$ cat config.mk
export PLATFORM = sky130hd
export DESIGN_NAME = hazard_scoreboard_fwd
export DESIGN_NICKNAME = d
export VERILOG_FILES = /design/src/rtl/hazard_scoreboard_fwd.sv
export SDC_FILE = /design/constraint.sdc
export NUM_CORES = 1
export LEC_CHECK = 0
export ABC_AREA = 0
export BUFFER_PORTS_ARGS = -buffer_cell sky130_fd_sc_hd__buf_2
export CORE_AREA = 4 4 118 120
export DETAILED_ROUTE_END_ITERATION = 10
export DIE_AREA = 0 0 122 124
export GPL_ROUTABILITY_DRIVEN = 0
export GPL_TIMING_DRIVEN = 0
export MAX_ROUTING_LAYER = met4
export PLACE_DENSITY_LB_ADDON = 0.05
export SETUP_SLACK_MARGIN = 0.02
export SYNTH_ARGS = -nofsm -noshare
export SYNTH_HDL_FRONTEND = slang
export SYNTH_SLANG_ARGS = --single-unit
$ cat constraint.sdc
create_clock -name clk -period 3.05 [get_ports clk]
set_input_delay 0.1525 -clock clk [delete_from_list [all_inputs] [get_ports clk]]
set_output_delay 0.1525 -clock clk [all_outputs]
set_load 0.05 [all_outputs]
$ cat src/rtl/hazard_scoreboard_fwd.sv
`default_nettype none
// ==========================================================================
// hazard_scoreboard_fwd : per-register pending-latency scoreboard (ID stall)
//   and EX-stage forward selects. Optional macro: FWD_PERF_CNT_EN.  Rev 1.0
// ==========================================================================
module hazard_scoreboard_fwd #(
  parameter int NUM_SRC = 2,
  parameter int REG_AW  = 5,
  parameter int MAX_LAT = 4,
  localparam int CW     = $clog2(MAX_LAT + 1)
) (
  input  logic                      clk,
  input  logic                      rst,
  input  logic                      hold_i,
  input  logic                      issue_valid_i,
  input  logic                      issue_we_i,
  input  logic [REG_AW-1:0]         issue_rd_i,
  input  logic [CW-1:0]             issue_lat_i,
  input  logic [NUM_SRC*REG_AW-1:0] id_rs_i,
  input  logic [NUM_SRC-1:0]        id_rs_used_i,
  input  logic [NUM_SRC*REG_AW-1:0] ex_rs_i,
  input  logic                      ex_mem_we_i,
  input  logic [REG_AW-1:0]         ex_mem_rd_i,
  input  logic                      mem_wb_we_i,
  input  logic [REG_AW-1:0]         mem_wb_rd_i,
`ifdef FWD_PERF_CNT_EN
  output logic [31:0]               stall_cycles_o,
  output logic [31:0]               fwd_events_o,
`endif
  output logic                      stall_o,
  output logic                      issue_fire_o,
  output logic [2*NUM_SRC-1:0]      fwd_sel_o
);

  localparam int NREG = 1 << REG_AW;

  logic [CW-1:0] cnt_q [NREG];
  logic [CW-1:0] cnt_d [NREG];
  logic [CW-1:0] lat_eff;
  logic          set_en;

  always_comb begin
    lat_eff = issue_lat_i;
    if (issue_lat_i == '0)
      lat_eff = CW'(1);
    else if (issue_lat_i > CW'(MAX_LAT))
      lat_eff = CW'(MAX_LAT);
  end

  // A counter of 1 means the result lands on a forward path in time.
  always_comb begin
    stall_o = 1'b0;
    for (int i = 0; i < NUM_SRC; i++) begin
      if (id_rs_used_i[i] && (id_rs_i[i*REG_AW +: REG_AW] != '0) &&
          (cnt_q[id_rs_i[i*REG_AW +: REG_AW]] > CW'(1)))
        stall_o = 1'b1;
    end
  end

  assign issue_fire_o = issue_valid_i & ~stall_o & ~hold_i;
  assign set_en       = issue_fire_o & issue_we_i & (issue_rd_i != '0);

  always_comb begin
    for (int r = 0; r < NREG; r++) begin
      cnt_d[r] = cnt_q[r];
      if (!hold_i) begin
        if (set_en && (issue_rd_i == REG_AW'(r)))
          cnt_d[r] = lat_eff;
        else if (cnt_q[r] != '0)
          cnt_d[r] = cnt_q[r] - CW'(1);
      end
    end
    cnt_d[0] = '0;
  end

  always_ff @(posedge clk or posedge rst) begin
    if (rst) begin
      for (int r = 0; r < NREG; r++)
        cnt_q[r] <= '0;
    end else begin
      for (int r = 0; r < NREG; r++)
        cnt_q[r] <= cnt_d[r];
    end
  end

  // EX/MEM holds the younger result, so it wins over MEM/WB.
  for (genvar i = 0; i < NUM_SRC; i++) begin : g_fwd
    logic [REG_AW-1:0] ex_rs;
    assign ex_rs = ex_rs_i[i*REG_AW +: REG_AW];
    assign fwd_sel_o[2*i +: 2] =
      (ex_mem_we_i && (ex_mem_rd_i != '0) && (ex_mem_rd_i == ex_rs)) ? 2'b10 :
      (mem_wb_we_i && (mem_wb_rd_i != '0) && (mem_wb_rd_i == ex_rs)) ? 2'b01 :
                                                                       2'b00;
  end

`ifdef FWD_PERF_CNT_EN
  logic [31:0] stall_cycles_q;
  logic [31:0] fwd_events_q;

  always_ff @(posedge clk or posedge rst) begin
    if (rst) begin
      stall_cycles_q <= '0;
      fwd_events_q   <= '0;
    end else begin
      if (stall_o && !hold_i && (stall_cycles_q != 32'hFFFF_FFFF))
        stall_cycles_q <= stall_cycles_q + 32'd1;
      if ((|fwd_sel_o) && (fwd_events_q != 32'hFFFF_FFFF))
        fwd_events_q <= fwd_events_q + 32'd1;
    end
  end

  assign stall_cycles_o = stall_cycles_q;
  assign fwd_events_o   = fwd_events_q;
`endif

endmodule
`default_nettype wire

Word-level counts from Yosys, hierarchy flattened
Cells that the tools add are included.

Bits of input ports: 47. Register bits after elaboration: 93. Logic and storage cells: 326. Output and inout bits: 6.

Add/sub/neg operators: 31. Eq/ne operators: 35. Magnitude comparators: 5. Reduce and logical (&&, ||, !) cells: 140. Multiplexer cells: 76. Bitwise gates (word level): 8.

Operators with widths (number): 3-bit two-way mux (68); 3-bit nonzero test (31); 3-bit by 1-bit subtractor with 3-bit output (second input constant) (31); 5-bit equality test (second input constant) (16); 2-bit AND reduction (31); 2-bit nonzero test (31); 1-bit logical AND (41); 5-bit by 4-bit equality test with 1-bit output (second input constant) (8); 3-bit binary-select mux with 5-bit select (2); 5-bit nonzero test (5); 5-bit by 3-bit equality test with 1-bit output (second input constant) (4); 5-bit equality test (4); 6-bit >= comparator (second input constant) (2); 5-bit NOT with 6-bit output (2); 5-bit by 2-bit equality test with 1-bit output (second input constant) (2); 3-bit by 1-bit greater-than comparator with 1-bit output (second input constant) (2); 5-bit by 1-bit equality test with 1-bit output (second input constant) (1); 1-bit bitwise AND (4); 1-bit two-way mux (4); 2-bit two-way mux (2); 3-bit greater-than comparator (second input constant) (1); 3-bit zero test (1); 1-bit NOT (2).

Longest topological paths before layout
Gate-level depths: netlist of the first run.

Depth after elaboration: 16. Gate-level depth with buffers: 12. Gate-level depth less buffers: 9.

Least setup slack after synthesis of the first run
No wires, ideal clock.

Path type: input to output. Start point: in ex_mem_rd_i[0]. End point: out fwd_sel_o[0]. Data required time: 2897 ps. Cell stages on the path: 4. Buffers on the path: 0. Arrival: 2730 ps. Slack: 168 ps. Path through: or4_1 > o21ai_0 > nor4_1 > nor4_1.

Longest elaborated chain between the ends: 4. Elaborated cells between the ends (all ways): 5. Those cells by class: eq/ne (1); mux (1); reduce/logical (3).

RTL lines: start, declared (line 23) `input logic [REG_AW-1:0] ex_mem_rd_i,`; 5-bit nonzero test (line 91) `(ex_mem_we_i && (ex_mem_rd_i != '0) && (ex_mem_rd_i == ex_rs)) ? 2'b10 :`; 1-bit logical AND (line 91); 1-bit logical AND * (line 91); 2-bit two-way mux * (line 91); end, declared (line 32) `output logic [2*NUM_SRC-1:0] fwd_sel_o`.

Mark *: on every way between the ends. The rest lies on a longest branch, timed or not.

Worst setup path after layout of the first run
Start point: reg cnt_q[17] (netlist name). End point: out issue_fire_o.

Longest elaborated chain between the ends: 10. Elaborated cells between the ends (all ways): 15. Those cells by class: order compare (2); mux (8); bitwise (3); reduce/logical (2).

RTL lines: start, declared (line 37) `logic [CW-1:0] cnt_q [NREG];`; start signal, assigned by index (line 82) `cnt_q[r] <= cnt_d[r];`; 3-bit binary-select mux with 5-bit select (line 55) `(cnt_q[id_rs_i[i*REG_AW +: REG_AW]] > CW'(1)))`; 3-bit two-way mux (not written as such) (2 in a row) (line 55); 3-bit by 1-bit greater-than comparator with 1-bit output (line 55); 1-bit logical AND (line 54) `if (id_rs_used_i[i] && (id_rs_i[i*REG_AW +: REG_AW] != '0) &&`; 1-bit two-way mux (line 54); 1-bit two-way mux * (line 54); 1-bit NOT * (line 60) `assign issue_fire_o = issue_valid_i & ~stall_o & ~hold_i;`; 1-bit bitwise AND * (2 in a row) (line 60); end, declared (line 31) `output logic issue_fire_o,`.

Mark *: on every way between the ends. The rest lies on a longest branch, timed or not. The select of a mux whose other input is x is not followed.

==> results of run 1 <==
-- power groups by stage --
stage          clock (mW)  combinational [mW]  sequential (mW)
3_5_place_dp            0                2.81             2.33
2_1_floorplan           0                2.20             2.17
5_1_grt              1.22                3.27             2.41
4_1_cts              1.17                2.86             2.32
3_3_place_gp            0                2.58             2.29
6_report             1.17                2.92             2.34
-- worst max path at each step --
stage                                from                     to  slack [ns]  depth (start not counted)
floorplan                  ex_mem_rd_i[0]           fwd_sel_o[0]        0.17                          4
global placement                      rst  cnt_q[37]$_DFFE_PP0P_       -0.85                          2
detailed placement             id_rs_i[5]  cnt_q[24]$_DFFE_PP0P_        0.09                         10
CTS                  cnt_q[8]$_DFFE_PP0P_           issue_fire_o        0.03                         11
global route        cnt_q[17]$_DFFE_PP0P_           issue_fire_o        0.03                         11
finish              cnt_q[17]$_DFFE_PP0P_           issue_fire_o        0.12                         11
-- logic make-up (layout without fill, tap and decap cells) --
kind of cell / count (synthesis) / in the layout / synth area share (%)
compound gates: 199 / 199 / 19.30
xor+xnor: 20 / 20 / 2.218
fa+ha+maj: 62 / 62 / 9.823
buf+inv: 120 / 192 / 6.369
flops: 93 / 93 / 29.47
mux: 13 / 13 / 2.598
simple gates: 396 / 396 / 30.23
-- layer usage --
layer | vias up | routed length, um
li1 | 3491 | -
met1 | 3754 | 9578
met2 | 354 | 11200
met3 | 88 | 2208
met4 | 0 | 992
met5 | - | 0
-- synth_stat cells, types with 4 or more instances --
cell type | number | share of area [%]
a211oi_1 | 17 | 1.6
a21oi_1 | 43 | 2.7
a221o_1 | 15 | 1.9
a22o_1 | 15 | 1.7
a311oi_1 | 4 | 0.44
a41oi_1 | 6 | 0.67
and3_1 | 19 | 1.5
buf_2 | 9 | 0.57
buf_6 | 4 | 0.57
clkbuf_1 | 30 | 1.4
dfrtp_1 | 93 | 29
ha_1 | 62 | 9.8
inv_1 | 72 | 3.4
mux2i_1 | 7 | 0.89
mux4_2 | 6 | 1.7
nand2_1 | 23 | 1.1
nand2b_1 | 41 | 3.2
nand3_1 | 57 | 3.6
nand3b_1 | 7 | 0.67
nand4_1 | 6 | 0.48
nand4b_1 | 4 | 0.44
nor2_1 | 59 | 2.8
nor2b_1 | 36 | 2.9
nor3_1 | 48 | 3.0
nor3_2 | 11 | 1.4
nor3b_1 | 17 | 1.6
nor4_1 | 10 | 0.79
nor4b_1 | 18 | 2.0
nor4bb_1 | 7 | 0.89
o211a_1 | 13 | 1.6
o211ai_1 | 12 | 1.1
o21ai_0 | 31 | 2.0
o221a_2 | 19 | 2.7
or4_1 | 5 | 0.48
or4b_2 | 15 | 1.9
xnor2_1 | 6 | 0.67
xor2_1 | 14 | 1.6
-- final cells by class --
| type | count | area share [%] |
|---|---|---|
| tap | 176 | 2.506 |
| clock buffer | 12 | 2.805 |
| sequential | 93 | 26.49 |
| inverter | 73 | 3.147 |
| buffer | 47 | 2.692 |
| timing repair buffer | 56 | 3.646 |
| clock inverter | 4 | 0.5412 |
| multi-input combinational | 690 | 58.17 |
-- worst register-to-register path, stage by stage, from the launching register on --
cell	delay, ns
dfrtp_1	0.42
nor2_1	0.24
mux4_2	0.28
nor2_1	0.04
o41a_1	0.38
nand2_1	0.28
clkbuf_1	0.43
nand3_1	0.33
o21a_1	0.19
a211oi_1	0.23
-- metrics by stage --
stage	hold slack (ns)	utilization, %	setup slack (ns)
after detailed placement	0.2731	64.74	0.08553
after global placement	0.5349	64.51	-0.8518
after global routing	0.2939	67.69	0.02831
after floorplan	0.4270	-	0.1679
final	0.2710	67.69	0.1178
after CTS	0.2513	67.30	0.02566
-- cells in the final DEF, fill, tap and decap left out, types with 7 or more instances in the layout --
cell and count:
a211oi_1 16, nor3_2 11, o211a_1 13, o211ai_1 12, nor3b_1 17, nor3_1 48
buf_2 58, nand2b_1 41, nand3_1 56, a22o_1 15, ha_1 62, xor2_1 14
nor4_1 10, o21ai_0 31, and3_1 19, nand2_1 23, nor2b_1 36, dfrtp_1 93
or4b_2 15, clkbuf_16 9, clkbuf_1 32, nor2_1 56, inv_1 71, mux2i_1 7
nor4bb_1 7, a221o_1 15, a21oi_1 43, o221a_2 19, nand3b_1 7, nor4b_1 18
-- what timing repair did --
action                                  CTS  global route
hold endpoints to repair                 45             0
endpoints found under the setup margin    2            14
hold buffers                              1             0
setup buffers                             0             3
gates cloned                              0             0
gates resized for setup                   7             7
==> summary.md, run 1 <==
| Metric | Value |
|---|---|
| Status | finished, final reports clean |
| Root buffer cell | clkbuf_16 |
| Grt ovf | 0 |
| Ports | 53 |
| Final Power | 6.426 mW |
| Hold Startpoint | issue_lat_i[2] |
| Area of the multi-input gates | 5111 um^2 |
| Max-slew violation count | 0 |
| Async S/R FF share, synth | 100.0% |
| Placed Cells | 1131 |
| Static leakage | 3.876 nW |
| Crit path time final | 2.932 ns |
| Hold Crit Depth | 4 |
| Syn-to-layout area delta | 11.25% |
| Main synth FF type | dfrtp_1 |
| PD cells | 731.4 nW/um^2 |
| Antenna Nets Post-Route | 0 |
| Post-route cell area | 8786 um^2 |
| Drt initial violations | 740 |
| Final Hold Fails | 0 |
| Setup Skew | 0.008934 ns |
| Vias | 7687 |
| M2 GR Usage | 52.83% |
| Worst-Margin Slew | 0.8968 ns |
| Reg with most FFs | cnt_q |
| Seq cells post-synth | 93 |
| Sequential element share of the synthesized area | 29.47% |
| Fin crit share | 96.14% |
| CP cell instances | nor2_1 > a21oi_1 > a2111oi_2 > a211oi_2 > and2_1 > buf_6 > buf_6 > nor2_4 > inv_2 > nor2_1 > buf_4 |
| DP Area | 8403 um^2 |
| IO buf count | 51 |
| Non-Filler Instances | 1151 |
| CTS tree | built |
| RSZ-0062 raised after global routing | false |
| Total Neg Setup Slack | 0 ns |
| Vias/cell | 6.679 |
| Fillers | 1059 |
| Synthesized Nets | 1012 |
| Synthesized area | 7898 um^2 |
| Grt met1 use | 39.59% |
| Largest regs | cnt_q: 93 flops |
| Syn Inst Count | 903 |
| Clk sinks | 93 |
| Worst setup EP type | output pin |
| Largest register FFs | 93 |
| Clk Latency, worst-skew pair | 0.36 ns |
| Avg Cell Area, Syn | 8.746 um^2 |
| Die Height | 124 um |
| Final setup viols | 0 |
| Crit-path leading delay family | simple AND/OR/NAND/NOR gates |
| Worst IR Drop VDD | 424.1 uV |
| Vias in the first global route | 7536 |
| CP Max Fanout | 10 |
| Required time worst endpoint | 2.90 ns |
| WL final | 23980 um |
| FP Rows | 42 |
| Num CTS Buffers | 9 |
| WP buf/inv | 4 |
| Pint | 3.823 mW |
| P_sw | 2.603 mW |
| Fmax | 0.3410 GHz |
| Layout cell share with drive strength beyond 1 | 15.69% |
| Core box area | 12980 um^2 |
| Nets | 1079 |
| EDFF count, synth | 0 |
| Met3 global-route usage | 8.356% |
| Die Area | 15130 um^2 |
| Path depth of the worst reg2reg path | 9 |
| Tot GR Track Use | 33.23% |
| DRC violation count after routing | 0 |
| Clk slew on worst S/H paths | 0.07 ns |
| YS warnings | 0 |
| Worst setup path class | register to output pin |
| Clock power frac | 18.2% |
| Largest net degree at the start of global routing | 49 |
| Cell variety after synth | 65 |
| DRT Pass-1 Iters | 6 |
| Register area | 2327 um^2 |
| Max-cap violations | 0 |
| Top Usage Layer GRT | met2 |
| H-tree levels | 3 |
| First-pass GRT wire length | 37720 um |
| Routed len/inst | 20.83 um |
| Kind of start point of the critical path | register |
| Detailed-placement wirelength estimate | 17650 um |
| N_diodes | 0 |
| Clock Path Buffers | 2 |
| Slowest CP cell | a2111oi_2 |
| CP arrival | 2.78 ns |
| Initial antenna violation count | 0 |
| Crit-path max cell delay | 0.43 ns |
| Starting density of the core | 60.84% |
| Share of power burned in registers | 36.5% |
| Chip width | 122 um |
| Min-Delay Path Class | input pin to register |
| Reg-to-reg critical path startpoint | cnt_q[29]$_DFFE_PP0P_ |
| Slew headroom | 40.08% |
| Hold-critical path endpoint | cnt_q[90]$_DFFE_PP0P_ |
| Comb power frac | 45.4% |
| FF-to-FF End | cnt_q[12]$_DFFE_PP0P_ |
| R2R Setup Slk | 0.12 ns |
| Sw Ratio | 40.50% |
(Power assumes the default switching activity.)
==> run 2: changes to the inputs <==
--- a/config.mk
+++ b/config.mk
@@ -14,6 +14,7 @@
 export GPL_TIMING_DRIVEN = 0
 export MAX_ROUTING_LAYER = met4
 export PLACE_DENSITY_LB_ADDON = 0.05
+export REMOVE_ABC_BUFFERS = 1
 export SETUP_SLACK_MARGIN = 0.02
 export SYNTH_ARGS = -nofsm -noshare
 export SYNTH_HDL_FRONTEND = slang
==> run 2 against run 1 <==
Effect of this change:
- clock-buffer cell count decreased by 1
- first-iteration DRC count is 27% lower
- setup slack improved by 0.057 ns
- largest cell class unchanged
- largest power group unchanged
==> summary.md, run 2 (same netlist as run 1, synthesis figures left out) <==
| Metric | Value |
|---|---|
| Largest regs | cnt_q: 93 flops |
| Initial antenna violation count | 0 |
| Pre-CTS WS | -0.4707 ns |
| Static leakage | 3.789 nW |
| Worst setup EP type | register |
| Final Hold Fails | 0 |
| N_diodes | 0 |
| RSZ-0062 raised after global routing | false |
| WL final | 20770 um |
| Status | finished, final reports clean |
| Slew headroom | 8.909% |
| DRT Pass-1 Iters | 5 |
| Core box area | 12980 um^2 |
| Final WS setup | 0.1746 ns |
| Worst IR Drop VDD | 368.6 uV |
| Routed len/inst | 18.80 um |
| P_sw | 2.465 mW |
| Nets | 1036 |
| Num CTS Buffers | 9 |
| Die Area | 15130 um^2 |
| Vias in the first global route | 7039 |
| Vias | 7185 |
| CP Max Fanout | 16 |
| Share of power burned in registers | 37.6% |
| PD cells | 717.5 nW/um^2 |
| Met3 global-route usage | 4.042% |
| DRC violation count after routing | 0 |
| Comb power frac | 45.4% |
| DP Area | 8253 um^2 |
| Clock power frac | 17.0% |
| Required time worst endpoint | 3.29 ns |
| Detailed-placement wirelength estimate | 14770 um |
| Top Usage Layer GRT | met2 |
| Syn-to-layout area delta | 8.666% |
| Starting density of the core | 60.84% |
| Clk slew on worst S/H paths | 0.07 ns |
| Post-layout util | 66.12% |
| Sw Ratio | 40.03% |
| Chip width | 122 um |
| Largest net degree at the start of global routing | 107 |
| Setup Skew | 0.006279 ns |
| Grt ovf | 0 |
| Root buffer cell | clkbuf_16 |
| Max-cap violations | 0 |
| CP arrival | 3.12 ns |
| Worst-Margin Slew | 1.361 ns |
| FP Rows | 42 |
| H-tree levels | 3 |
| Fin crit share | 94.28% |
| Final setup viols | 0 |
| Clk Latency, worst-skew pair | 0.35 ns |
| Post-route cell area | 8582 um^2 |
| Worst setup path class | register to register |
| Layout cell share with drive strength beyond 1 | 15.29% |
| M2 GR Usage | 48.76% |
| Vias/cell | 6.502 |
| Final Power | 6.157 mW |
| Reg with most FFs | cnt_q |
| Clock Path Buffers | 2 |
| Antenna Nets Post-Route | 0 |
| Fillers | 1088 |
| R2R Setup Slk | 0.17 ns |
| Tot GR Track Use | 29.25% |
| Largest register FFs | 93 |
| First-pass GRT wire length | 34290 um |
| Crit path time final | 2.875 ns |
| Commonest non-fill, non-tap cell in the layout | dfrtp_1 |
| CTS tree | built |
| Min-Delay Path Class | input pin to register |
| Commonest cells after routing, fill and taps aside | dfrtp_1, inv_1, ha_1 |
| Kind of start point of the critical path | register |
| Die Height | 124 um |
| Pint | 3.692 mW |
| Ports | 53 |
| Clk sinks | 93 |
| Grt met1 use | 37.15% |
| Max-slew violation count | 0 |
| Fmax | 0.3478 GHz |
| IO buf count | 52 |
| Drt initial violations | 539 |
-- run 2: cell count changes in the layout (fill, tap and decap cells not counted), moves of 2 or more --
cell      previous run  this run
clkbuf_1            32         1
buf_2               58        51
buf_6                6         0
buf_4                6         4
buf_8                0         2
-- run 2: layout make-up --
class | count | area (um^2) | area share (%)
clock inverters | 2 | 12.51 | 0.1458
repair buffers | 60 | 372.9 | 4.345
flip-flops and latches | 93 | 2327 | 27.12
well taps | 176 | 220.2 | 2.566
clock buffers | 11 | 242.7 | 2.828
inverters | 73 | 276.5 | 3.222
multi-input cells | 690 | 5130 | 59.78
-- run 2: routing by layer --
metal	vias to the layer above	part of all wire, %	wire length, um
met3	33	4.6	961
met2	189	50	10430
met1	3570	43	8926
met5	-	0	0
met4	0	2.2	461
li1	3393	-	-
-- run 2: critical path, stage by stage, from the launching register on --
cell	delay [ns]
dfrtp_1	0.41
nor2_1	0.11
mux4_2	0.48
a21bo_1	0.20
a311o_1	0.41
o31ai_4	0.11
buf_4	0.34
or3_1	0.31
a21oi_1	0.14
o221a_2	0.27
-- run 2: final timing paths --
kind / cells after the start / end / startpoint
min in group asynchronous: 3 / cnt_q[84]$_DFFE_PP0P_ / rst
worst min-delay path: 3 / cnt_q[71]$_DFFE_PP0P_ / issue_lat_i[2]
worst max-delay path: 9 / cnt_q[84]$_DFFE_PP0P_ / cnt_q[26]$_DFFE_PP0P_
max in group asynchronous: 4 / cnt_q[36]$_DFFE_PP0P_ / rst
worst min register to register: 1 / cnt_q[4]$_DFFE_PP0P_ / cnt_q[4]$_DFFE_PP0P_
worst max register to register: 9 / cnt_q[84]$_DFFE_PP0P_ / cnt_q[26]$_DFFE_PP0P_
-- run 2: through the flow --
stage               hold WS, ns  instances  setup TNS (ns)
finish                   0.3137       1105               0
global route             0.3558       1105               0
CTS                      0.3005       1105               0
detailed placement       0.3392       1088          -20.52
global placement         0.5338       1084         -131.32
floorplan                0.2402        856               0
-- run 2: power groups by stage --
stage / clock network (mW) / logic [mW] / registers [mW]
2_1_floorplan: 0 / 2.13 / 2.17
3_3_place_gp: 0 / 2.51 / 2.28
3_5_place_dp: 0 / 2.74 / 2.32
4_1_cts: 1.06 / 2.78 / 2.30
5_1_grt: 1.11 / 3.17 / 2.41
6_report: 1.05 / 2.79 / 2.32
-- run 2: timing repair --
item                                    CTS  global route
hold endpoints to repair                 54             0
endpoints found under the setup margin   57            30
buffers inserted                          3             0
gates resized for setup                   5             6
pin swaps                                 2             0
hold buffers                              1             0
